### src/rtl/shift_unit_seq.sv
// Sequential shift/rotate unit: one 1-bit step per cycle with valid/ready handshakes.
// Left shifts drop the MSB into carry; right shifts and rotates move bit 0 or the MSB across the boundary.
module shift_unit_seq #(
    parameter int unsigned WIDTH = 8,
    localparam int unsigned AMT_W = $clog2(WIDTH)
) (
    input  logic             clk,
    input  logic             rst_n,
    input  logic             in_valid,
    output logic             in_ready,
    input  logic [2:0]       in_op,
    input  logic [AMT_W-1:0] in_amt,
    input  logic [WIDTH-1:0] in_data,
    output logic             out_valid,
    input  logic             out_ready,
    output logic [WIDTH-1:0] out_data,
    output logic             out_carry,
    output logic             out_err
);

    typedef enum logic [1:0] {
        IDLE  = 2'd0,
        SHIFT = 2'd1,
        DONE  = 2'd2
    } state_t;

    localparam logic [2:0] OP_SRL     = 3'b000;
    localparam logic [2:0] OP_SLL     = 3'b001;
    localparam logic [2:0] OP_SRA     = 3'b010;
    localparam logic [2:0] OP_SLL_ALT = 3'b011;
    localparam logic [2:0] OP_ROR     = 3'b100;
    localparam logic [2:0] OP_ROL     = 3'b101;

    state_t           state;
    logic [AMT_W-1:0] cnt;
    logic [2:0]       op_q;
    logic [WIDTH-1:0] work;
    logic [WIDTH:0]   step_c;
    logic             illegal_c;

    assign illegal_c = in_op[2] & in_op[1];

    // One 1-bit step of the captured op, packed as {carry, data}.
    // The MSB of the working word never changes under SRA, so it is the fill.
    always_comb begin
        step_c = {1'b0, work};
        case (op_q)
            OP_SRL:             step_c = {work[0], 1'b0, work[WIDTH-1:1]};
            OP_SRA:             step_c = {work[0], work[WIDTH-1], work[WIDTH-1:1]};
            OP_SLL, OP_SLL_ALT: step_c = {work[WIDTH-1], work[WIDTH-2:0], 1'b0};
            OP_ROR:             step_c = {work[0], work[0], work[WIDTH-1:1]};
            OP_ROL:             step_c = {work[WIDTH-1], work[WIDTH-2:0], work[WIDTH-1]};
            default:            step_c = {1'b0, work};
        endcase
    end

    always_ff @(posedge clk) begin
        if (!rst_n) begin
            state     <= IDLE;
            in_ready  <= 1'b1;
            out_valid <= 1'b0;
            out_data  <= '0;
            out_carry <= 1'b0;
            out_err   <= 1'b0;
            cnt       <= '0;
            op_q      <= '0;
            work      <= '0;
        end else begin
            case (state)
                IDLE: begin
                    if (in_valid) begin
                        op_q     <= in_op;
                        work     <= in_data;
                        cnt      <= in_amt;
                        in_ready <= 1'b0;
                        if (illegal_c) begin
                            state     <= DONE;
                            cnt       <= '0;
                            out_valid <= 1'b1;
                            out_data  <= '0;
                            out_carry <= 1'b0;
                            out_err   <= 1'b1;
                        end else if (in_amt == '0) begin
                            state     <= DONE;
                            out_valid <= 1'b1;
                            out_data  <= in_data;
                            out_carry <= 1'b0;
                            out_err   <= 1'b0;
                        end else begin
                            state <= SHIFT;
                        end
                    end
                end
                SHIFT: begin
                    work <= step_c[WIDTH-1:0];
                    cnt  <= cnt - AMT_W'(1);
                    if (cnt == AMT_W'(1)) begin
                        state     <= DONE;
                        out_valid <= 1'b1;
                        out_data  <= step_c[WIDTH-1:0];
                        out_carry <= step_c[WIDTH];
                        out_err   <= 1'b0;
                    end
                end
                DONE: begin
                    // Returning to IDLE forces a bubble before the next acceptance.
                    if (out_ready) begin
                        state     <= IDLE;
                        out_valid <= 1'b0;
                        in_ready  <= 1'b1;
                    end
                end
                default: begin
                    state     <= IDLE;
                    in_ready  <= 1'b1;
                    out_valid <= 1'b0;
                end
            endcase
        end
    end

endmodule

### config.mk
export PLATFORM = sky130hd
export DESIGN_NAME = shift_unit_seq
export DESIGN_NICKNAME = d
export VERILOG_FILES = /design/src/rtl/shift_unit_seq.sv
export SDC_FILE = /design/constraint.sdc
export NUM_CORES = 1
export LEC_CHECK = 0
export BUFFER_PORTS_ARGS = -buffer_cell sky130_fd_sc_hd__buf_4
export CAP_MARGIN = 20
export CORE_MARGIN = 2
export CORE_UTILIZATION = 30
export CTS_BUF_LIST = sky130_fd_sc_hd__clkbuf_16
export CTS_CLUSTER_DIAMETER = 30
export DETAILED_ROUTE_END_ITERATION = 10
export SLEW_MARGIN = 20
export SYNTH_ARGS = -nofsm -noshare
export SYNTH_HDL_FRONTEND = slang
export SYNTH_SLANG_ARGS = --single-unit
### constraint.sdc
create_clock -name clk -period 1.69 [get_ports clk]
set_input_delay 0.507 -clock clk [delete_from_list [all_inputs] [get_ports clk]]
set_output_delay 0.507 -clock clk [all_outputs]
set_load 0.02 [all_outputs]
==> impl_metrics.yaml <==
pwr:
  power_leakage_uw: 0.000780
  sequentialPowerShare_pct: 45.0
  power_frac_comb_pct: 24.9
  p_total_uw: 1760
  p_per_area_nw_per_um2: 911
  irDropWorstVdd_v: 0.000383
  internal-power_uw: 1250
  power.switching_uw: 513
  clock_power_share_pct: 30.1
  p_sw_share_pct: 29.1
timing:
  tns_ps: 0
  slew_viol_final: 0
  hold_viol_final: 0
  period_share_pct: 89.1
  fin_skew_ps: 5.26
  whs_ps: 475
  min_period_ps: 1510
  relSlewSlack_pct: 63.8
  clock.fmax_ghz: 0.664
  finalSetupViolCount: 0
  worstMarginPinSlew_ps: 542
  rsz0062_at_grt: "no"
routing:
  viasPerCell: 5.13
  num_vias: 1473
  initialDrtViolationCount: 105
  dr.pass1.iters: 5
  avgRoutedWirePerCell_microns: 13.5
  post-route-drc-count: 0
  ant_nets: 0
  wl_mm: 3.88
global_route:
  grt_use_total_pct: 14.7
  grt_util_met3_pct: 2.28
  grt-ovfl-total: 0
  grt_pass1_wl_mm: 6.43
  grt_pass1_vias: 1349
  grtUsageMet1_pct: 21.7
  grt_antenna_before_repair: 0
  top_usage_layer: "met2"
  grt_max_degree: 24
  grtUsageMet2_pct: 22.1
cells_and_area:
  final_cell_mix: "43 x buf_4, 32 x a21oi_1, 27 x dfxtp_1, 19 x nand2_1, 12 x o21ai_0"
  fill_cells: 488
  antenna_cells: 0
  final_cell_area_sq_um: 1930
  final_common_cell: "buf_4"
  stdcell_count: 287
  areaGrowthSynthToFinish_pct: 27.7
  drive_gt1_share_pct: 25.9
  register_area_sq_um: 562
  layout.nets: 242
  multi_input_comb_area_sq_um: 872
die:
  num_rows: 25
  die_h_microns: 75.0
  die_w_microns: 75.0
  io_pins: 30
  die_area_sq_um: 5620
  start_util_pct: 31.6
  core_area_sq_um: 4790
critical_path:
  start_kind: "primary input"
  r2r_cells: 4
  worst_ep_required_time_ps: 1870
  crit_fanout: 7
  arrival_ps: 1690
  critPathKind: "primary input to flip-flop"
  reg2reg_from: "op_q[0]"
  endpoint_kind: "flip-flop"
  worstSetupStartpoint: "in_amt[0]"
synthesis:
  yosys_warnings: 0
  synth_fp_nets: 206
  seq_area_frac_synth_pct: 37.1
  avgSynthCellArea_sq_um: 8.13
  synth_cell_types: 38
  synth_mux_area_share_pct: 6.13
  synth_fa_ha_area_share_pct: 1.66
  synth-xor-area-share_pct: 0
  synthCells: 186
  ys_ff_latch: 28
  syn_area_sq_um: 1510
  yosys.area_share.simple_pct: 21.8
  synth-compound-area-share_pct: 28.0
  synth_top_family_by_area: "compound AO/OA/AOI/OAI gates"
clock_network:
  insertion_delay_ps: 260
  cts_max_path_buffers: 2
  cts_max_level: 1
  cts_tree: "done"
  cts_sinks: 28
  cts_hold_buf: 0
  cts.clk_slew.worst_paths_ps: 60
  tritoncts.num_buffers: 3
  root_buffer: "clkbuf_16"
  postCtsSetupRepairBufs: 0
placed_design:
  dp_hpwl_mm: 2.92
  finalWeightedCongestion: 0.826
  post-place-cells: 284
  portBuffers: 29
  placed_cell_area_sq_um: 1850
hold_path:
  min_path_cells: 2
  hold_path_class: "flip-flop to flip-flop"
  hold_path.startpoint: "out_carry"
flow_run:
  drv_cap: 0
status:
  run_status: "finished clean"
## worst max-delay path, cell delays in order
cell and delay, ps:
buf_4 110, or3_4 390, o211ai_2 200, nand3_1 250, o22ai_1 230
## final cells by class
class / count / area share, %
repair buffers: 43 / 16.7
well taps: 67 / 4.34
multi-input cells: 142 / 45.2
inverters: 4 / 0.778
flip-flops and latches: 28 / 29.1
clock buffers: 3 / 3.89
## cell usage after synthesis, drive strengths merged
library cell  instances  share of area, %
a211o                 1              0.58
a211oi                6               3.0
a21o                  2               1.1
a21oi                33                11
a22oi                 1              0.50
a31o                  2               1.2
a32oi                 3               1.7
a41oi                 1              0.58
and2                  2              0.91
and3                  2              0.83
and3b                 6               3.5
buf                   8               3.4
clkbuf                4              0.99
dfxtp                28                37
ha                    2               1.7
inv                   4              0.99
mux2                  2               1.5
mux2i                 7               4.6
nand2                19               4.7
nand2b                4               1.7
nand3                 5               1.7
nand3b                2              0.99
nand4                 2              0.83
nand4b                2               1.2
nor2                 11               2.7
nor2b                 1              0.41
nor3                  3              0.99
nor4bb                1              0.66
o211ai                2               1.3
o21ai                12               4.0
o22ai                 7               2.9
or3                   1              0.74
## power by group through the flow
stage               Clock [uW]  Combinational [uW]  Sequential, uW
CTS                        539                 437             790
global route               560                 487             803
floorplan                    0                 270             799
finish                     529                 439             791
detailed placement           0                 436             805
global placement             0                 434             805
## flip-flops by register name (all words and copies together), names as in the netlist
register,cells
out_carry,1
out_valid,1
work,8
out_data,8
cnt,3
out_err,1
state,2
op_q,3
in_ready,1
## cell families (layout without fill, tap and decap cells)
group / count (synthesis) / after routing
DFF: 28 / 28
buffers and inverters: 16 / 50
muxes: 9 / 9
and+or+nand+nor: 61 / 61
adders and majority gates: 2 / 2
AOI/OAI and AO/OA: 70 / 70
## metal layers
layer / vias to the layer above / wire (microns)
li1: 757 / -
met3: 2 / 179
met1: 673 / 1920
met4: 0 / 38
met2: 41 / 1750
met5: - / 0
## repair_timing
action,4_1_cts,5_1_grt
endpoints found under the hold margin,0,0
gates resized for setup,0,2
endpoints found under the setup margin,0,11
## worst paths after layout
check / slack [ps] / end
setup / recovery: 180 / out_data[3]
hold reg to reg: 470 / out_carry
setup reg to reg: 190 / out_data[1]
hold / removal: 470 / out_carry
## metrics by stage
stage	util, %	setup slack, ps
finish	40.3	184
global route	40.3	6.26
CTS	40.3	113
detailed placement	38.7	-84.7
global placement	38.7	-63.0
floorplan	-	138
Power figures use the tool's default switching activity.
